<file path="config.mk">
export PLATFORM = sky130hd
export DESIGN_NAME = alu_ctrl_seq
export DESIGN_NICKNAME = d
export VERILOG_FILES = /design/src/rtl/alu_ctrl_seq.sv
export SDC_FILE = /design/constraint.sdc
export NUM_CORES = 1
export LEC_CHECK = 0
export BUFFER_PORTS_ARGS = -buffer_cell sky130_fd_sc_hd__buf_2
export CORE_UTILIZATION = 53
export CTS_BUF_LIST = sky130_fd_sc_hd__clkbuf_8
export CTS_CLUSTER_DIAMETER = 100
export DETAILED_ROUTE_END_ITERATION = 8
export HOLD_SLACK_MARGIN = 0.08
export PLACE_DENSITY = 0.82
export SLEW_MARGIN = 20
export SYNTH_ARGS = -nofsm -noshare
export SYNTH_HDL_FRONTEND = slang
export SYNTH_SLANG_ARGS = --single-unit
</file>
<file path="constraint.sdc">
create_clock -name clk -period 4.3 [get_ports clk]
set_clock_uncertainty 0.1 [all_clocks]
set_input_delay 0.86 -clock clk [delete_from_list [all_inputs] [get_ports clk]]
set_output_delay 0.86 -clock clk [all_outputs]
set_load 0.01 [all_outputs]
</file>
<file path="src/rtl/alu_ctrl_seq.sv">
// alu_ctrl_seq: multicycle issue/control sequencer sitting between instruction
// fetch and the ALU / register file. Accepts one 32-bit instruction per
// valid/ready handshake, sequences it through DECODE/EXEC/WB, owns the
// architectural {O,S,C,Z} flag register and the program counter.
//
// Optional feature: define ALU_CTRL_SIGNED_COND_EN to enable the signed jump
// conditions (9=LT, 10=GE, 11=LE, 12=GT). Without it, codes 9-15 never jump.
module alu_ctrl_seq #(
  parameter int          PC_W   = 16,
  parameter logic [15:0] RST_PC = 16'd0
) (
  input  logic            clk,
  input  logic            rst,
  input  logic            instr_valid,
  input  logic [31:0]     instr,
  output logic            instr_ready,
  output logic [4:0]      alu_op,
  input  logic [31:0]     alu_res,
  input  logic            alu_o,
  input  logic            alu_s,
  input  logic            alu_c,
  output logic [4:0]      rf_ra,
  output logic [4:0]      rf_rb,
  output logic [4:0]      rf_wa,
  output logic [31:0]     rf_wd,
  output logic            rf_we,
  output logic [3:0]      flags,
  output logic [PC_W-1:0] pc,
  output logic            halted
);

  typedef enum logic [2:0] {
    S_IDLE,
    S_DECODE,
    S_EXEC,
    S_WB,
    S_HALT
  } state_t;

  localparam logic [1:0] FMT_ALU  = 2'b00;
  localparam logic [1:0] FMT_LDI  = 2'b01;
  localparam logic [1:0] FMT_JMP  = 2'b10;
  localparam logic [1:0] FMT_HALT = 2'b11;

  state_t          state_q, state_d;
  logic [31:0]     ir_q;
  logic [PC_W-1:0] pc_q;
  logic [3:0]      flags_q;       // {O,S,C,Z} architectural flags
  logic [3:0]      flags_pend_q;  // flags captured in EXEC, committed in WB
  logic [4:0]      alu_op_q;
  logic [4:0]      rf_ra_q, rf_rb_q, rf_wa_q;
  logic [31:0]     rf_wd_q;
  logic            rf_we_q;
  logic            halted_q;

  logic [1:0]      fmt;
  logic [4:0]      rd;
  logic [31:0]     imm_sext;
  logic [PC_W-1:0] jmp_target;
  logic [PC_W-1:0] pc_inc;
  logic            jmp_taken;
  logic            ir_unused;

  assign fmt        = ir_q[31:30];
  assign rd         = ir_q[24:20];
  assign imm_sext   = {{16{ir_q[15]}}, ir_q[15:0]};
  assign jmp_target = ir_q[PC_W-1:0];
  assign pc_inc     = pc_q + PC_W'(1);
  // ra/rb/op are taken from the instruction word at capture so they are
  // already valid during DECODE; these IR bits are therefore not read back.
  assign ir_unused  = ^{ir_q[25], ir_q[19:16]};

  // Evaluate a jump condition against the {O,S,C,Z} flag register.
  function automatic logic cond_true(input logic [3:0] cond, input logic [3:0] f);
    logic o, s, c, z, t;
    {o, s, c, z} = f;
    t = 1'b0;
    case (cond)
      4'd0:    t = 1'b1;
      4'd1:    t = z;
      4'd2:    t = !z;
      4'd3:    t = s;
      4'd4:    t = !s;
      4'd5:    t = c;
      4'd6:    t = !c;
      4'd7:    t = o;
      4'd8:    t = !o;
`ifdef ALU_CTRL_SIGNED_COND_EN
      4'd9:    t = s ^ o;
      4'd10:   t = !(s ^ o);
      4'd11:   t = z | (s ^ o);
      4'd12:   t = !z & !(s ^ o);
`endif
      default: t = 1'b0;
    endcase
    return t;
  endfunction

  assign jmp_taken = cond_true(ir_q[29:26], flags_q);

  // State register.
  always_ff @(posedge clk or posedge rst) begin
    // NOTE: sequential state uses non-blocking (<=) so every register samples
    // pre-edge values; blocking here would create order-dependent races.
    if (rst) state_q <= S_IDLE;
    else     state_q <= state_d;
  end

  // Next-state logic.
  always_comb begin
    // NOTE: default first so every path assigns state_d and no latch is inferred.
    state_d = state_q;
    case (state_q)
      S_IDLE:   if (instr_valid) state_d = S_DECODE;
      S_DECODE: begin
        case (fmt)
          FMT_ALU:  state_d = S_EXEC;
          FMT_LDI:  state_d = S_WB;
          FMT_JMP:  state_d = S_IDLE;
          FMT_HALT: state_d = S_HALT;
          default:  state_d = S_IDLE;
        endcase
      end
      S_EXEC:   state_d = S_WB;
      S_WB:     state_d = S_IDLE;
      S_HALT:   state_d = S_HALT;
      default:  state_d = S_IDLE;
    endcase
  end

  // Datapath: IR capture, ALU drive, result/flag capture, write-back and PC.
  always_ff @(posedge clk or posedge rst) begin
    if (rst) begin
      ir_q         <= '0;
      pc_q         <= RST_PC[PC_W-1:0];
      flags_q      <= '0;
      flags_pend_q <= '0;
      alu_op_q     <= '0;
      rf_ra_q      <= '0;
      rf_rb_q      <= '0;
      rf_wa_q      <= '0;
      rf_wd_q      <= '0;
      rf_we_q      <= 1'b0;
      halted_q     <= 1'b0;
    end else begin
      rf_we_q <= 1'b0;
      case (state_q)
        S_IDLE: begin
          if (instr_valid) begin
            ir_q <= instr;
            if (instr[31:30] == FMT_ALU) begin
              alu_op_q <= instr[29:25];
              rf_ra_q  <= instr[19:15];
              rf_rb_q  <= instr[14:10];
            end
          end
        end
        S_DECODE: begin
          case (fmt)
            FMT_LDI: begin
              rf_we_q <= 1'b1;
              rf_wa_q <= rd;
              rf_wd_q <= imm_sext;
            end
            FMT_JMP:  pc_q     <= jmp_taken ? jmp_target : pc_inc;
            FMT_HALT: halted_q <= 1'b1;
            default: ;
          endcase
        end
        S_EXEC: begin
          rf_we_q      <= 1'b1;
          rf_wa_q      <= rd;
          rf_wd_q      <= alu_res;
          flags_pend_q <= {alu_o, alu_s, alu_c, (alu_res == 32'b0)};
        end
        S_WB: begin
          pc_q <= pc_inc;
          if (fmt == FMT_ALU) flags_q <= flags_pend_q;
        end
        default: ;
      endcase
    end
  end

  assign instr_ready = (state_q == S_IDLE);
  assign alu_op      = alu_op_q;
  assign rf_ra       = rf_ra_q;
  assign rf_rb       = rf_rb_q;
  assign rf_wa       = rf_wa_q;
  assign rf_wd       = rf_wd_q;
  assign rf_we       = rf_we_q;
  assign flags       = flags_q;
  assign pc          = pc_q;
  assign halted      = halted_q;

endmodule

</file>
# After elaboration in Yosys (flattened, before gate mapping)
# Cells that the tools add are included.
[totals] output_inout_bits=75 reg_bits=113 inputBits=70
[classes] addsub=1 n_reduce_logical=17 n_mux=13 eq_ne=18
[ops] cell="32-bit one-hot mux with 2 select lines" n=1
[ops] cell="32-bit logical NOT" n=1
[ops] cell="16-bit two-way mux" n=2
[ops] cell="32-bit two-way mux" n=1
[ops] cell="16-bit one-hot mux with 2 select lines" n=1
[ops] cell="3-bit one-hot mux with 4 select lines" n=2
[ops] cell="16-bit by 1-bit adder with 16-bit output (second input constant)" n=1
[ops] cell="4-bit by 3-bit == test with 1-bit output (second input constant)" n=4
[ops] cell="5-bit one-hot mux with 2 select lines" n=1
[ops] cell="2-bit AND reduction" n=5
[ops] cell="1-bit one-hot mux with 9 select lines" n=1
[ops] cell="4-bit by 2-bit == test with 1-bit output (second input constant)" n=2
[ops] cell="3-bit by 2-bit == test with 1-bit output (second input constant)" n=2
[ops] cell="2-bit != test (second input constant)" n=3
[ops] cell="5-bit two-way mux" n=1
[ops] cell="2-bit == test (second input constant)" n=2
[ops] cell="4-bit by 1-bit == test with 1-bit output (second input constant)" n=1
[ops] cell="4-bit == test (second input constant)" n=1
[ops] cell="1-bit logical NOT" n=4
[ops] cell="2-bit logical NOT" n=2
[ops] cell="4-bit logical NOT" n=1
[ops] cell="2-bit nonzero test" n=2
[ops] cell="3-bit by 1-bit == test with 1-bit output (second input constant)" n=1
[ops] cell="3-bit == test (second input constant)" n=1
[ops] cell="other kinds (6)" n=6

# Logic depth before layout (Yosys ltp)
[logic_depth] depth_word=5 depth_mapped=7

# Worst setup path before layout
# OpenSTA, ideal clock, no wires.
[synth_timing] path_kind="flip-flop to flip-flop" startpoint="reg state_q[1]" endpoint="reg ir_q[20]" setup_time_ns=0.125 stages_incl_launch_ff=7 slack_ns=2.251 arrival_time_ns=1.824 period_less_slack_ns=2.049 required_time_ns=4.075 path_buffers=3 path_cell_list="dfrtp_1 -> buf_2 -> nor3_1 -> and2_1 -> buf_2 -> buf_2 -> mux2_2"
[synth_via] elab_chain_len=2
[synth_rtl] item="start: declaration" line="45" text="state_t state_q, state_d;"
[synth_rtl] item="start signal: assignment" line="106" text="else state_q <= state_d;"
[synth_rtl] item="3-bit logical NOT"
[synth_rtl] item="net instr_ready" line="16" text="output logic instr_ready,"
[synth_rtl] item="2-bit AND reduction (no source line)"
[synth_rtl] item="end signal: assignment" line="150" text="ir_q <= instr;"
[synth_rtl] item="end: declaration" line="46" text="logic [31:0] ir_q;"
# The timed path passes the listed nets, and every way through them passes these cells.
# A chain may end at the register's enable or synchronous reset.

# Worst setup path in the final report
[layout_timing] startpoint="reg state_q[1]" endpoint="reg rf_wd_q[29] (netlist: rf_wd[29])"
[layout_via] elab_chain_len=3
[layout_rtl] item="3-bit by 1-bit == test with 1-bit output / 3-bit by 2-bit == test with 1-bit output (equally long branches)" line="147" text="case (state_q)"
[layout_rtl] item="2-bit != test (no source line) / 2-bit nonzero test (equally long branches)"
[layout_rtl] item="2-bit AND reduction (no source line)"
[layout_rtl] item="end signal: assignment" line="163" text="rf_wd_q <= imm_sext;"
[layout_rtl] item="end signal: assignment" line="173" text="rf_wd_q <= alu_res;"
[layout_rtl] item="end: declaration" line="52" text="logic [31:0] rf_wd_q;"
# Several ways; a longest one is shown, not always the timed one.

==> impl_metrics.py <==
metrics = {
    "sta": {
        "grt_setup_unrepaired": "no",
        "maxSlewViolCount": 0,
        "max_freq_mhz": 348,
        "final.period_utilization_pct": 66.8,
        "timing_hold_violations_final": 0,
        "min_period_ps": 2870,
        "worstMarginPinSlew_ps": 901,
        "final-setup-viol-count": 0,
        "max_slew_margin_vs_limit_pct": 39.9,
        "setup_tns_ps": 0,
    },
    "detailed_routing": {
        "drt_first_pass_iters": 4,
        "num_vias": 3726,
        "routed_wirelength_microns": 11300,
        "wl_per_cell_microns": 17.5,
        "ant_nets": 0,
        "detail_routed_via_count_per_cell": 5.79,
        "first_iter_violations": 148,
        "remaining_drc_errors": 0,
    },
    "global_routing": {
        "track_usage_pct": 24.6,
        "top_usage_layer": "met2",
        "grt_start_max_net_pins": 77,
        "grt.met1_usage_pct": 32.3,
        "vias_in_the_first_global_route": 3810,
        "grt.met2_usage_pct": 40.9,
        "grt_antenna_before_repair": 1,
        "grt_first_pass_wirelength_microns": 18600,
        "met3_usage_pct": 5.97,
        "grt_remaining_overflow": 0,
    },
    "cts": {
        "cts_stage_hold_buffer_count": 0,
        "cts.root.buffer_cell": "clkbuf_8",
        "cts_repair_resize_count": 0,
        "clk_path_buf_depth": 2,
        "post_cts.repair.setup_buffers": 0,
        "cts-htree-levels": 3,
        "clk-insertion-delay-late_ps": 360,
        "worst_setup_hold_path_clk_slew_ps": 100,
        "cts.sinks": 108,
        "cts_inserted_buffers": 9,
        "tritoncts": "done",
    },
    "placement": {
        "gp_congestion": 0.829,
        "port-buffer-count": 144,
        "place_area_sq_um": 5630,
        "dp.final_hpwl_microns": 8260,
    },
    "synth": {
        "syn-cell-area_sq_um": 4830,
        "yosysTopAreaCellShare_pct": 56.0,
        "ys_seq_area_share_pct": 56.0,
        "synthesis.yosys.warnings": 0,
        "synth_area_leaders": "dfrtp_1, mux2_2, mux2i_1",
        "syn-num-nets": 461,
        "yosys_register_bits": 108,
        "synth_area_leader_cell": "dfrtp_1",
        "average_cell_area_after_synthesis_sq_um": 12.4,
        "syn_inst": 390,
        "post_synth_most_frequent_cells": "dfrtp_1, mux2_2, nand2_1",
        "ys_types": 41,
        "synth-edff-count": 0,
        "primary_ff_master_synth": "dfrtp_1",
        "synth.most_common_cell": "dfrtp_1",
        "asyncSetResetFlopFracSynth_pct": 100,
    },
    "setup_path": {
        "cpMaxStageDelayCell": "nor3b_4",
        "r2r_end": "rf_wd[29]$_DFFE_PP0P_",
        "cp.arrival_ps": 3070,
        "r2r_cells": 6,
        "worst_setup_path_start_kind": "flop",
        "worstSetupEndpointType": "flop",
        "criticalPathCategory": "reg -> reg",
        "worst_ep_required_time_ps": 4500,
        "reg_to_reg_setup_timing_slack_ps": 1430,
        "worstPathMaxFanout": 39,
        "worstPathCellList": "nor3b_4 > buf_4 > o21ai_4 > buf_4 > nor3b_4 > a221o_1",
        "rr_startpoint": "state_q[1]$_DFFE_PP0P_",
        "delay_of_the_slowest_cell_on_the_worst_path_ps": 600,
    },
    "hold_path": {
        "timing.hold.worst_path_depth": 1,
        "whs_endpoint": "halted$_DFFE_PP0P_",
        "timing.hold.worst.start": "halted$_DFFE_PP0P_",
        "timing.hold.worst.class": "reg -> reg",
    },
    "pwr": {
        "p_switching_uw": 1880,
        "power.sequential.fraction_pct": 42.0,
        "power.clock.fraction_pct": 12.0,
        "power.share.combinational_pct": 46.0,
        "power_density_nw_per_um2": 805,
        "post-layout-total-power_uw": 4670,
        "ir_worst_vdd_v": 0.000525,
        "sw_frac_of_total_pct": 40.2,
        "leakagePower_uw": 0.00271,
        "p_int_uw": 2790,
    },
    "floorplan": {
        "die_y_microns": 97.4,
        "floorplan.initialDensity_pct": 55.1,
        "die_w_microns": 97.4,
        "ioPinCount": 145,
        "design.die.area_sq_um": 9490,
        "core_area_sq_um": 8760,
        "placementRows": 34,
    },
    "finish": {
        "multi_input_area_sq_um": 1990,
        "design_area_sq_um": 5810,
        "layout.nets": 602,
        "final.fill_count": 671,
        "final-seq-area_sq_um": 2700,
        "antenna-diode-count": 0,
        "layout_area_growth_over_synthesis_pct": 20.3,
        "drive_gt1_share_pct": 43.2,
    },
    "run": {
        "maxCapViolCount": 0,
    },
    "run_status": {
        "outcome": "finished, final reports clean",
    },
}
-- registers in the layout, summed over array words and instances, names as in the netlist --
signal	count
alu_op	5
rf_wd	32
rf_rb	5
flags	4
pc	16
rf_we	1
halted	1
rf_ra	5
ir_q	27
flags_pend_q	4
state_q	3
rf_wa	5
-- worst max-delay path, delay by kind of cell, from the launching register on --
kind	cells	cell delay [ps]
AOI/OAI and AO/OA	2	480
and+or+nand+nor	2	840
buffers and inverters	2	780
DFF	1	590
-- worst max path at each step --
stage / startpoint / endpoint / slack [ps] / depth (start not counted)
after floorplan: rst / alu_op[0]$_DFFE_PP0P_ / 490 / 1
final: state_q[1]$_DFFE_PP0P_ / rf_wd[29]$_DFFE_PP0P_ / 1430 / 6
after global routing: state_q[1]$_DFFE_PP0P_ / rf_wd[25]$_DFFE_PP0P_ / 1210 / 6
after CTS: state_q[1]$_DFFE_PP0P_ / rf_wd[26]$_DFFE_PP0P_ / 1410 / 6
after detailed placement: state_q[1]$_DFFE_PP0P_ / rf_wd[26]$_DFFE_PP0P_ / 1430 / 6
after global placement: state_q[1]$_DFFE_PP0P_ / rf_wd[20]$_DFFE_PP0P_ / 1580 / 6
-- metrics by stage --
stage                     setup slack (ps)  hold slack [ps]  utilization [%]  cells
final                                 1430              385             66.2    643
after global routing                  1210              413             66.2    643
after CTS                             1410              387             66.2    643
after detailed placement              1430              356             64.3    628
after global placement                1580              360             64.3    628
after floorplan                        494              377                -    390
-- per-layer routing --
metal  up-vias  part of all wire (%)  wire length [microns]
li1       1731                     -                      -
met3        16                   6.5                    732
met2       146                    50                   5590
met5         -                 0.089                     10
met4         2                   1.4                    155
met1      1831                    42                   4770
-- logic make-up after synthesis --
family,share of synthesized area (%)
mux,18.2
flops,56.0
compound gates,12.2
buf+inv,3.09
simple gates,10.3
fa+ha+maj,0.259
-- area by class of cell --
class                           instances  share of cell area [%]
Multi-Input combinational cell        253                    34.2
Sequential cell                       108                    46.6
Clock inverter                          6                   0.862
Tap cell                              108                    2.33
Inverter                                8                   0.560
Clock buffer                            9                    2.13
Timing Repair Buffer                  151                    13.3
-- cells in the final DEF, fill, tap and decap left out, types with 2 or more instances in the layout --
master     netlist  final
a211o_1          2      2
a211oi_1         2      2
a21oi_1         16     16
a221o_1         17     17
a2bb2oi_1       11     11
and3_1           3      3
buf_2            8    144
buf_4            2      7
clkbuf_8         0      9
clkinv_4         0      2
dfrtp_1        108    108
inv_1            8      7
mux2_2          53     53
mux2i_1         28     28
nand2_1         34     34
nand3_1         11     11
nand4_1          9      9
nor2_1          11     11
nor2b_1          3      3
nor3_1           6      6
nor3b_4          1      2
nor4_1           8      8
o21ai_0         18     18
o21ai_1          2      2
-- power groups by stage --
stage          clock, uW  combinational [uW]  sequential [uW]
2_1_floorplan          0                1430             2010
3_3_place_gp           0                2070             1940
3_5_place_dp           0                2160             1970
4_1_cts              576                2170             1960
5_1_grt              614                2340             2030
6_report             560                2150             1960
Power figures use the tool's default switching activity.
